===== src/rtl/pc_fetch_ctrl.sv =====
`default_nettype none
// ============================================================================
// pc_fetch_ctrl : single-outstanding instruction fetch sequencer with
//                 stall hold, redirect and misaligned-target trapping.
// Revision      : 1.0
// ============================================================================
module pc_fetch_ctrl #(
   parameter logic [31:0] RESET_VEC = 32'h0000_0000,
   parameter logic [31:0] TRAP_VEC  = 32'h0000_0100
) (
   input  logic        clk,
   input  logic        reset,
   input  logic        stall,
   input  logic        redirect_valid,
   input  logic [31:0] redirect_target,
   output logic        imem_req,
   output logic [31:0] imem_addr,
   input  logic        imem_gnt,
   input  logic        imem_rvalid,
   input  logic [31:0] imem_rdata,
   output logic        instr_valid,
   output logic [31:0] instr,
   output logic [31:0] instr_pc,
   output logic [31:0] instr_pc4,
   output logic        misalign_trap
);

   typedef enum logic [2:0] {
      S_IDLE  = 3'd0,
      S_REQ   = 3'd1,
      S_WAIT  = 3'd2,
      S_OUT   = 3'd3,
      S_DRAIN = 3'd4
   } state_t;

   state_t      r_state;
   state_t      w_state_nxt;
   logic [31:0] r_pc;
   logic [31:0] r_instr;
   logic [31:0] r_instr_pc;
   logic [31:0] r_instr_pc4;
   logic        r_instr_valid;
   logic        r_misalign_trap;
   logic        w_capture;
   logic        w_release;
   logic        w_misalign;
   logic [31:0] w_redir_pc;
   logic [31:0] w_pc_plus4;

   assign w_misalign = (redirect_target[1:0] != 2'b00);
   assign w_redir_pc = w_misalign ? TRAP_VEC : redirect_target;
   assign w_pc_plus4 = r_pc + 32'd4;

   // Redirect outranks every handshake; an accepted-but-unanswered request
   // must still be drained so only one request is ever in flight.
   always_comb begin
      w_state_nxt = r_state;
      w_capture   = 1'b0;
      w_release   = 1'b0;
      case (r_state)
         S_IDLE: w_state_nxt = S_REQ;
         S_REQ: begin
            if (redirect_valid)
               w_state_nxt = imem_gnt ? S_DRAIN : S_REQ;
            else if (imem_gnt)
               w_state_nxt = S_WAIT;
         end
         S_WAIT: begin
            if (redirect_valid) begin
               w_state_nxt = imem_rvalid ? S_REQ : S_DRAIN;
            end else if (imem_rvalid) begin
               w_state_nxt = S_OUT;
               w_capture   = 1'b1;
            end
         end
         S_OUT: begin
            if (redirect_valid) begin
               w_state_nxt = S_REQ;
            end else if (!stall) begin
               w_state_nxt = S_REQ;
               w_release   = 1'b1;
            end
         end
         S_DRAIN: begin
            if (imem_rvalid)
               w_state_nxt = S_REQ;
         end
         default: w_state_nxt = S_IDLE;
      endcase
   end

   always_ff @(posedge clk) begin
      if (reset) begin
         r_state         <= S_IDLE;
         r_pc            <= RESET_VEC;
         r_instr         <= 32'd0;
         r_instr_pc      <= 32'd0;
         r_instr_pc4     <= 32'd0;
         r_instr_valid   <= 1'b0;
         r_misalign_trap <= 1'b0;
      end else begin
         r_state         <= w_state_nxt;
         r_misalign_trap <= redirect_valid && w_misalign;
         if (redirect_valid) begin
            r_pc          <= w_redir_pc;
            r_instr_valid <= 1'b0;
         end else if (w_capture) begin
            r_instr       <= imem_rdata;
            r_instr_pc    <= r_pc;
            r_instr_pc4   <= w_pc_plus4;
            r_pc          <= w_pc_plus4;
            r_instr_valid <= 1'b1;
         end else if (w_release) begin
            r_instr_valid <= 1'b0;
         end
      end
   end

   assign imem_req      = (r_state == S_REQ);
   assign imem_addr     = r_pc;
   assign instr_valid   = r_instr_valid;
   assign instr         = r_instr;
   assign instr_pc      = r_instr_pc;
   assign instr_pc4     = r_instr_pc4;
   assign misalign_trap = r_misalign_trap;

endmodule
`default_nettype wire

===== config.mk =====
export PLATFORM = sky130hd
export DESIGN_NAME = pc_fetch_ctrl
export DESIGN_NICKNAME = d
export VERILOG_FILES = /design/src/rtl/pc_fetch_ctrl.sv
export SDC_FILE = /design/constraint.sdc
export NUM_CORES = 1
export LEC_CHECK = 0
export CAP_MARGIN = 25
export CORE_MARGIN = 10
export CORE_UTILIZATION = 25
export DETAILED_ROUTE_END_ITERATION = 7
export GPL_TIMING_DRIVEN = 0
export HOLD_SLACK_MARGIN = 0.05
export PLACE_DENSITY = 0.61
export SYNTH_ARGS = -nofsm -noshare
export SYNTH_HDL_FRONTEND = slang
export SYNTH_SLANG_ARGS = --single-unit
export TNS_END_PERCENT = 30

===== constraint.sdc =====
create_clock -name clk -period 2.6 [get_ports clk]
set_input_delay 0.52 -clock clk [delete_from_list [all_inputs] [get_ports clk]]
set_output_delay 0.52 -clock clk [all_outputs]
set_load 0.01 [all_outputs]

==> impl_table.tex <==
\begin{tabular}{lr}
\hline
Metric & Value \\
\hline
\multicolumn{2}{l}{\textbf{Status}} \\
Status & completed \\
\multicolumn{2}{l}{\textbf{Pwr}} \\
IR drop worst, VDD & 381 uV \\
Switching Fraction & 22.4\% \\
NetSw & 1.08 mW \\
Part of the power in registers & 42.9\% \\
Part of the power in combinational logic & 7.0\% \\
Reported leakage power & 2.84 nW \\
Clk network pwr share & 50.1\% \\
Internal portion of total power & 3.73 mW \\
Power density of the placed cells & 562 nW/um\^{}2 \\
\multicolumn{2}{l}{\textbf{Logic synthesis}} \\
Share of the synthesized area in the top cell type & 46.9\% \\
Post-synthesis xor/xnor area fraction & 7.68\% \\
Cell area after synthesis & 5590 um\^{}2 \\
Most used flip-flop cell after synthesis & dfxtp\_1 \\
Count of mapped cells out of synthesis & 678 \\
Sequential area share after synthesis & 46.9\% \\
Proportion of synthesized area in mux cells & 0\% \\
Fraction of the mapped netlist area in compound gates & 16.1\% \\
Post-Synth Adder-Cell Area & 0.224\% \\
Number of enable-type register cells in the synthesized netlist & 0 \\
Per-instance average area after synthesis & 8.24 um\^{}2 \\
Dominant combinational cell family by area after synthesis & simple AND/OR/NAND/NOR gates \\
Cells taking the most area after synthesis & dfxtp\_1 47\%, nand2\_1 10\%, a21oi\_1 6.8\%, xor2\_1 3.9\%, xnor2\_1 3.8\% \\
Top post-synthesis cells by count & 155 x nand2\_1, 131 x dfxtp\_1, 76 x a21oi\_1 \\
Mapped Nets & 749 \\
Number of different library cells in the post-synthesis netlist & 49 \\
Synth Register Bits & 131 \\
Synth Warn \# & 0 \\
Simple-gate area share of the yosys netlist & 23.5\% \\
Most instantiated library cell after synthesis & nand2\_1 \\
Largest area contributor in the netlist & dfxtp\_1 \\
Synth async-reset ratio & 0\% \\
\multicolumn{2}{l}{\textbf{Floorplanning}} \\
Core outline area & 21900 um\^{}2 \\
Die outline area & 28700 um\^{}2 \\
Count of standard-cell rows & 54 \\
Initial core utilization & 25.5\% \\
IO Count & 201 \\
Die width & 169 um \\
Die extent in y & 169 um \\
\multicolumn{2}{l}{\textbf{Timing}} \\
Slew at the pin closest to its max-slew limit & 0.791 ns \\
Final clock skew & 0.00999 ns \\
Highest clock frequency the design can meet & 399 MHz \\
Total count of max-transition violations in the final report & 0 \\
Post-route minimum period & 2.51 ns \\
Final hold violation count & 0 \\
Worst-case headroom to the max-slew limit & 47.1\% \\
RSZ-0062 raised after global routing & true \\
Number of setup violations in the final report & 0 \\
Final clock period utilization by the worst path & 96.5\% \\
Min setup slack post-route & 0.0910 ns \\
\multicolumn{2}{l}{\textbf{Clock network}} \\
Clock root buffer & clkbuf\_16 \\
Clock net sink count & 131 \\
Clock tree from TritonCTS & yes \\
Count of hold-fix buffers inserted at cts & 0 \\
CTS H-tree depth & 4 \\
Source-to-sink clock delay at the later pin of the worst-skew pair & 0.42 ns \\
Clock input transition at the sequential cells of the worst setup and hold paths & 0.06 ns \\
Max clock buf depth & 2 \\
Inserted Clock Buffers & 17 \\
\multicolumn{2}{l}{\textbf{GRT}} \\
Grt ovf & 0 \\
M3 GR Usage & 4.93\% \\
Met1 Usage GRT & 19.6\% \\
Antenna violations before repair & 2 \\
Via count of the first global-routing pass & 5628 \\
Total global routing track utilization & 15.6\% \\
Pin count of the biggest net entering global routing & 17 \\
Global-route track usage on met2 & 25.3\% \\
Wire length of the first global-routing pass & 34700 um \\
Layer with the highest usage after global routing & met2 \\
\multicolumn{2}{l}{\textbf{Worst hold path}} \\
Worst hold path depth & 2 \\
Hold wc startpoint & instr\_pc[16] \\
Endpoint of the worst hold-timing path & instr\_pc[16] \\
Worst hold path type & register to register \\
\multicolumn{2}{l}{\textbf{Cells and area}} \\
Fill cell count & 2262 \\
Post-Layout Inst Area & 8560 um\^{}2 \\
Final core utilization & 39.1\% \\
Final \#Nets & 967 \\
Area growth, synth to finish & 53.1\% \\
Share of layout cells above drive strength 1 & 8.15\% \\
\multicolumn{2}{l}{\textbf{Setup path}} \\
Worst setup path class & register to register \\
Worst reg-to-reg setup slack & 0.09 ns \\
R2R Path End & imem\_addr[28] \\
Startpoint Class & register \\
Highest fanout seen on the critical path & 8 \\
Type of destination of the critical path & register \\
FF-to-FF Start & imem\_addr[2] \\
Arrival time worst endpoint & 2.84 ns \\
Data required time of the worst path & 2.93 ns \\
Cell depth of the worst flop-to-flop path & 6 \\
\multicolumn{2}{l}{\textbf{Routing}} \\
DRC errors left & 0 \\
Routed wire per std cell & 19.3 um \\
Number of iterations in the first detailed-routing pass & 5 \\
Number of DRC markers in iteration 0 & 374 \\
Via total after detailed routing & 5678 \\
Drt via density & 4.78 \\
ANT nets after route & 0 \\
Routed wire length & 23000 um \\
\multicolumn{2}{l}{\textbf{Flow run}} \\
Reported max-cap violation count & 0 \\
\multicolumn{2}{l}{\textbf{Placed design}} \\
Detail Placement HPWL & 17600 um \\
Number of buffer cells added on primary ports & 199 \\
Routability Congestion & 0.824 \\
Area after DPL & 7940 um\^{}2 \\
Post-Place Setup Slack & -0.765 ns \\
\hline
\end{tabular}
-- stage by stage --
step           setup TNS, ns  power (mW)  cells  hold WS (ns)
4_1_cts                    0        4.86   1188         0.453
2_1_floorplan              0        2.22    678         0.441
3_5_place_dp          -61.13        2.44   1157         0.446
6_report                   0        4.81   1189         0.451
3_3_place_gp          -71.39        2.44   1157         0.441
5_1_grt             -0.00546        4.96   1189         0.468
-- worst max-delay path, cell delays in order, from the launching register on --
cell,delay [ns]
dfxtp_2,0.44
ha_1,0.26
nand3_2,0.26
nor4_4,0.54
nand4_1,0.27
or3_1,0.41
a311oi_1,0.24
-- state kept, by name (all words and copies together), names as in the netlist --
signal / flops
imem_addr: 32
instr: 32
instr_pc: 32
instr_pc4: 30
instr_valid: 1
misalign_trap: 1
r_state: 3
-- routing by layer --
metal	wire length (um)	part of all wire (%)
met1	9960	43
met4	375	1.6
met3	1560	6.8
met2	11100	48
met5	0	0
-- power by group through the flow --
stage / clock (mW) / sequential, mW / combinational (mW)
floorplan: 0 / 2.11 / 0.115
global placement: 0 / 2.11 / 0.334
finish: 2.41 / 2.06 / 0.336
detailed placement: 0 / 2.11 / 0.335
CTS: 2.46 / 2.06 / 0.339
global route: 2.53 / 2.07 / 0.363
-- area by class of cell --
cell class / count / area [um^2] / share of cell area, %
flip-flops and latches: 131 / 2630 / 30.7
clock inverters: 10 / 134 / 1.56
multi-input cells: 481 / 2680 / 31.4
plain buffers: 63 / 303 / 3.54
clock buffers: 21 / 450 / 5.26
repair buffers: 200 / 2000 / 23.4
diodes: 1 / 2.50 / 0.0292
well taps: 280 / 350 / 4.09
inverters: 2 / 7.51 / 0.0877
-- repair_timing --
item	in CTS	in global routing
gates resized for setup	8	6
buffers inserted	0	1
endpoints found under the setup margin	109	82
pin swaps	0	2
-- kinds of logic (layout without fill, tap and decap cells) --
family | after synthesis | count (layout)
buffers and inverters | 66 | 296
XOR/XNOR | 49 | 49
AO/OA/AOI/OAI | 143 | 143
other | 0 | 1
adder cells (fa/ha/maj) | 1 | 1
flip-flops | 131 | 131
AND/OR/NAND/NOR | 288 | 288
-- how the worst max path moves through the flow --
stage               endpoint  cells after the start            from
2_1_floorplan  imem_addr[24]                      6    imem_addr[2]
3_3_place_gp   imem_addr[26]                      5  redirect_valid
3_5_place_dp    imem_addr[8]                      7     imem_rvalid
4_1_cts        imem_addr[28]                      6    imem_addr[2]
5_1_grt        imem_addr[28]                      6    imem_addr[2]
6_report       imem_addr[28]                      6    imem_addr[2]
-- cells in the final DEF (no fill, tap or decap), types with 3 or more instances in the layout --
cell / synthesis / final
clkdlybuf4s50_1: 0 / 199
nand2_1: 155 / 155
dfxtp_1: 131 / 129
a21oi_1: 76 / 76
nor2_1: 46 / 46
clkbuf_1: 38 / 34
xor2_1: 25 / 25
a211oi_1: 24 / 24
xnor2_1: 24 / 24
a22o_1: 22 / 22
nand3_1: 19 / 19
clkbuf_16: 0 / 17
buf_2: 15 / 15
nand4_1: 14 / 14
nor3_1: 14 / 12
clkbuf_2: 2 / 9
nor4_1: 9 / 8
o21ai_0: 7 / 7
buf_4: 5 / 6
and2_1: 5 / 5
or3_1: 4 / 4
a31oi_1: 4 / 4
clkinv_2: 0 / 4
and4_1: 3 / 3
and3_1: 3 / 3
a311oi_1: 3 / 3
bufinv_16: 0 / 3
No activity file was read; power rests on OpenSTA's default activity.
